File: src/rtl/uart_pkg.sv
// uart_pkg: shared receiver state encoding and default frame geometry.
package uart_pkg;

    typedef enum logic [1:0] {
        IDLE,
        START,
        DATA,
        STOP
    } rx_state_t;

    localparam int DEF_DATA_BITS    = 8;
    localparam int DEF_CLKS_PER_BIT = 16;

endpackage

File: src/rtl/uart_bit_timer.sv
// uart_bit_timer: per-bit clock counter, cleared by the FSM on entries and samples.
import uart_pkg::*;

module uart_bit_timer #(
    parameter int CLKS_PER_BIT = DEF_CLKS_PER_BIT,
    parameter int CNT_W        = $clog2(CLKS_PER_BIT)
) (
    input  logic             clk,
    input  logic             reset,
    input  logic             clear,
    input  logic             enable,
    output logic [CNT_W-1:0] count
);

    logic [CNT_W-1:0] r_count;

    always_ff @(posedge clk or posedge reset) begin
        if (reset)
            r_count <= '0;
        else if (clear)
            r_count <= '0;
        else if (enable)
            r_count <= r_count + CNT_W'(1);
    end

    assign count = r_count;

endmodule

File: src/rtl/uart_rx.sv
// uart_rx: oversampled UART receiver with start-bit glitch rejection,
// framing-error and overrun pulses, and a valid/ready output register.
import uart_pkg::*;

module uart_rx #(
    parameter int DATA_BITS    = DEF_DATA_BITS,
    parameter int CLKS_PER_BIT = DEF_CLKS_PER_BIT
) (
    input  logic                 clk,
    input  logic                 reset,
    input  logic                 rxLevel,
    input  logic                 rxFall,
    input  logic                 rxReady,
    output logic [DATA_BITS-1:0] rxData,
    output logic                 rxValid,
    output logic                 frameErr,
    output logic                 overrun,
    output logic                 busy
);

    localparam int CNT_W = $clog2(CLKS_PER_BIT);
    localparam int IDX_W = $clog2(DATA_BITS);

    rx_state_t            r_state;
    rx_state_t            w_next;
    logic [CNT_W-1:0]     w_count;
    logic [IDX_W-1:0]     r_bit_idx;
    logic [DATA_BITS-1:0] r_shift;
    logic [DATA_BITS-1:0] r_data;
    logic                 r_valid;
    logic                 r_frame_err;
    logic                 r_overrun;
    logic                 w_mid;
    logic                 w_last;
    logic                 w_last_bit;
    logic                 w_busy;
    logic                 w_data_sample;
    logic                 w_stop_sample;
    logic                 w_deliver;
    logic                 w_clear;

    assign w_mid      = w_count == CNT_W'(CLKS_PER_BIT / 2 - 1);
    assign w_last     = w_count == CNT_W'(CLKS_PER_BIT - 1);
    assign w_last_bit = r_bit_idx == IDX_W'(DATA_BITS - 1);

    always_ff @(posedge clk or posedge reset) begin
        if (reset)
            r_state <= IDLE;
        else
            r_state <= w_next;
    end

    always_comb begin
        w_next = r_state;
        unique case (r_state)
            IDLE:    w_next = rxFall ? START : IDLE;
            START:   w_next = w_mid ? (rxLevel ? IDLE : DATA) : START;
            DATA:    w_next = (w_last && w_last_bit) ? STOP : DATA;
            STOP:    w_next = w_last ? IDLE : STOP;
            default: w_next = IDLE;
        endcase
    end

    always_comb begin
        w_busy        = r_state != IDLE;
        w_data_sample = (r_state == DATA) && w_last;
        w_stop_sample = (r_state == STOP) && w_last;
    end

    // Restart timing on every state change so each phase measures from its own entry.
    assign w_clear   = (w_next != r_state) || w_data_sample;
    assign w_deliver = w_stop_sample && rxLevel;

    uart_bit_timer #(
        .CLKS_PER_BIT (CLKS_PER_BIT),
        .CNT_W        (CNT_W)
    ) u_timer (
        .clk    (clk),
        .reset  (reset),
        .clear  (w_clear),
        .enable (w_busy),
        .count  (w_count)
    );

    always_ff @(posedge clk or posedge reset) begin
        if (reset) begin
            r_bit_idx <= '0;
            r_shift   <= '0;
        end else begin
            r_bit_idx <= (r_state != DATA) ? '0 : (w_data_sample ? r_bit_idx + IDX_W'(1) : r_bit_idx);
            if (w_data_sample)
                r_shift <= {rxLevel, r_shift[DATA_BITS-1:1]};
        end
    end

    // A pending unconsumed word wins over a new one; a word consumed this cycle is replaced.
    always_ff @(posedge clk or posedge reset) begin
        if (reset) begin
            r_data      <= '0;
            r_valid     <= 1'b0;
            r_frame_err <= 1'b0;
            r_overrun   <= 1'b0;
        end else begin
            r_frame_err <= w_stop_sample && !rxLevel;
            r_overrun   <= w_deliver && r_valid && !rxReady;
            if (w_deliver) begin
                r_valid <= 1'b1;
                if (!(r_valid && !rxReady))
                    r_data <= r_shift;
            end else if (r_valid && rxReady) begin
                r_valid <= 1'b0;
            end
        end
    end

    assign rxData   = r_data;
    assign rxValid  = r_valid;
    assign frameErr = r_frame_err;
    assign overrun  = r_overrun;
    assign busy     = w_busy;

endmodule

File: config.mk
export PLATFORM = sky130hd
export DESIGN_NAME = uart_rx
export DESIGN_NICKNAME = d
export VERILOG_FILES = /design/src/rtl/uart_pkg.sv /design/src/rtl/uart_bit_timer.sv /design/src/rtl/uart_rx.sv
export SDC_FILE = /design/constraint.sdc
export NUM_CORES = 1
export LEC_CHECK = 0
export ABC_AREA = 1
export BUFFER_PORTS_ARGS = -buffer_cell sky130_fd_sc_hd__buf_4
export CORE_ASPECT_RATIO = 1.25
export CORE_MARGIN = 3
export CORE_UTILIZATION = 40
export CTS_CLUSTER_DIAMETER = 200
export DETAILED_ROUTE_END_ITERATION = 6
export PLACE_DENSITY = 0.7
export SYNTH_ARGS = -nofsm -noshare
export SYNTH_HDL_FRONTEND = slang
export SYNTH_SLANG_ARGS = --single-unit
File: constraint.sdc
create_clock -name clk -period 2.5 [get_ports clk]
set_input_delay 0.125 -clock clk [delete_from_list [all_inputs] [get_ports clk]]
set_output_delay 0.125 -clock clk [all_outputs]
set_load 0.01 [all_outputs]
==> metrics.csv <==
metric,value,unit
total CTS buffers,3,
Antenna Nets Post-Route,0,
DRC Markers,0,
row count,22,
gr ovfl total,0,
Final Cycle Share,64.9,%
DRT Wirelength,2080,um
kind of critical path,reg2reg,
critical path data required time,2.74,ns
vias in the first global route,882,
largest net degree at the start of global routing,29,
minimum clock period,1.62,ns
critical path peak fanout,16,
Post-Syn Instances,134,
"commonest non-fill, non-tap cell in the layout",nand2_1,
DP HPWL,1530,um
cell area after synthesis,1280,um2
Post-CTS Resized,0,
Slew Limit Headroom,30.2,%
syn_nets,142,
RSZ-0062 raised after global routing,no,
Syn. warnings,0,
setup total negative slack,0,ns
CP Buf/Inv Count,0,
max-slew violations,0,
Post-Layout Cell Count,188,
vias per inst,4.79,
routability cong.,0.800,
max cap viols,0,
Die Ht,69.3,um
Initial DRT Pass Iterations,5,
Final Hold Viols,0,
Static Leak,0.000713,uW
Core ar.,3000,um2
Area Growth Syn to Fin,15.4,%
final setup vio count,0,
die width,56.6,um
critical path startpoint,u_timer.count[0]$_DFFE_PP0P_,
clk root buf,clkbuf_4,
initial antenna violation count,0,
Initial Util,42.7,%
critical path's slowest cell,dfrtp_1,
worst-path cell chain,ha_1 > nand3_4 > nor4_4 > nand2_2 > nand2_1 > o21ai_2,
register area share after synthesis,54.7,%
most frequent cells in the layout,"30 x nand2_1, 28 x dfrtp_1, 18 x inv_1",
Clock Tree Buf Depth,2,
IO Pins,17,
post-synth cell types,22,
hold_sp,rxLevel,
Post-CTS Hold Buffers,0,
Final Skew,0.00673,ns
Critical Path Source Type,flip-flop,
cell family contributing the most delay on the critical path,simple AND/OR/NAND/NOR gates,
R2R Path Start,u_timer.count[0]$_DFFE_PP0P_,
Sink Count,28,
Critical Path AT,1.86,ns
Clock Latency Late Sink,0.33,ns
# diodes,0,
DR WL/cell,11.0,um
H-tree depth,1,
Starting DRT DRC Count,46,
I/O Buffers,16,
placed cells,184,
"FF+latch count, synth",28,
"Avg Cell Area, Syn",9.56,um2
first-pass GRT wire length,3770,um
worst vdd ir,0.000448,V
via count,900,
die area,3920,um2
Highest Clock Rate,616,MHz
delay of the slowest critical-path stage,0.42,ns
worst hold path type,in2reg,
post-CTS setup buffer count,0,
CTS tree,done,
outcome,finished clean,
PD cells,769,nW/um2
ratio of cells with drive above 1 in the final layout,25.7,%
clock slew at reported path FFs,0.15,ns
crit end category,flip-flop,
Global Route Usage Sum,11.9,%
worst-margin pin slew,1.05,ns
Total Nets Final,161,
==> area by class of cell <==
| class | count | area, um2 |
|---|---|---|
| Fill cell | 277 | 1520 |
| Clock buffer | 3 | 22.5 |
| Sequential cell | 28 | 701 |
| Timing Repair Buffer | 17 | 128 |
| Clock inverter | 1 | 30.0 |
| Inverter | 20 | 75.1 |
| Multi-Input combinational cell | 83 | 478 |
| Tap cell | 36 | 45.0 |
==> cell usage after synthesis <==
library cell / count / share of area, %
nand2_1: 30 / 8.8
dfrtp_1: 28 / 55
inv_1: 18 / 5.3
nor2_1: 11 / 3.2
o21ai_0: 11 / 4.3
o21ai_2: 8 / 5.5
nand3_1: 5 / 2.0
nand2_2: 4 / 2.0
ha_1: 3 / 2.9
buf_6: 2 / 1.8
inv_2: 2 / 0.59
xor2_1: 2 / 1.4
a21oi_1: 1 / 0.39
buf_2: 1 / 0.39
mux2i_1: 1 / 0.78
nand3_4: 1 / 1.4
nand4_2: 1 / 0.98
nor2_2: 1 / 0.49
nor3_1: 1 / 0.39
nor4_4: 1 / 1.7
o211ai_1: 1 / 0.59
xnor2_1: 1 / 0.68
==> logic make-up after synthesis <==
group / share of synthesized area (%)
compound gates: 10.7
xor+xnor: 2.05
fa+ha+maj: 2.93
buf+inv: 8.01
flops: 54.7
mux: 0.781
simple gates: 20.8
==> worst paths after layout <==
kind	to	slack, ns	cells past startpoint
setup reg to reg	rxData[3]$_DFFE_PP0P_	0.88	6
hold reg to reg	r_bit_idx[0]$_DFFE_PP0P_	0.49	1
max in group asynchronous	u_timer.count[3]$_DFFE_PP0P_	1.84	2
setup / recovery	rxData[3]$_DFFE_PP0P_	0.88	6
hold / removal	r_shift[7]$_DFFE_PP0P_	0.009	3
min in group asynchronous	rxData[1]$_DFFE_PP0P_	0.03	2
==> routing by layer <==
layer,share of wire [%],wire length [um],track usage (%)
met1,45,930,15.8
met2,49,1010,18.9
met3,4.6,96,1.68
met4,1.9,39,5.54
met5,0,0,0
==> power breakdown <==
part | leakage (uW) | switching, uW | total (uW) | internal, uW
Clock | 0.0000279 | 135 | 297 | 162
Combinational | 0.000317 | 178 | 290 | 112
Sequential | 0.000368 | 53.6 | 550 | 496
==> flip-flops by register name (all words and copies together), names as in the netlist <==
register,flops
frameErr,1
overrun,1
r_bit_idx,3
r_shift,8
r_state,2
rxData,8
rxValid,1
u_timer.count,4
==> stage by stage <==
step / total power (uW) / util (%) / instance area, um2 / worst slack, ns / hold slack, ns
2_1_floorplan: 774 / - / 1280 / 1.11 / 0.190
3_3_place_gp: 836 / 47.5 / 1430 / 0.950 / 0.364
3_5_place_dp: 853 / 47.5 / 1430 / 0.878 / 0.368
4_1_cts: 1150 / 49.3 / 1480 / 0.856 / 0.00246
5_1_grt: 1220 / 49.3 / 1480 / 0.704 / 0.0189
6_report: 1140 / 49.3 / 1480 / 0.877 / 0.00884
==> worst reg2reg max path, delay by kind of cell (launching register included) <==
kind                     cells  cell delay (ns)
AND/OR/NAND/NOR              4             0.80
AO/OA/AOI/OAI                1             0.06
adder cells (fa/ha/maj)      1             0.25
flip-flops                   1             0.42
No activity file was read; power rests on OpenSTA's default activity.
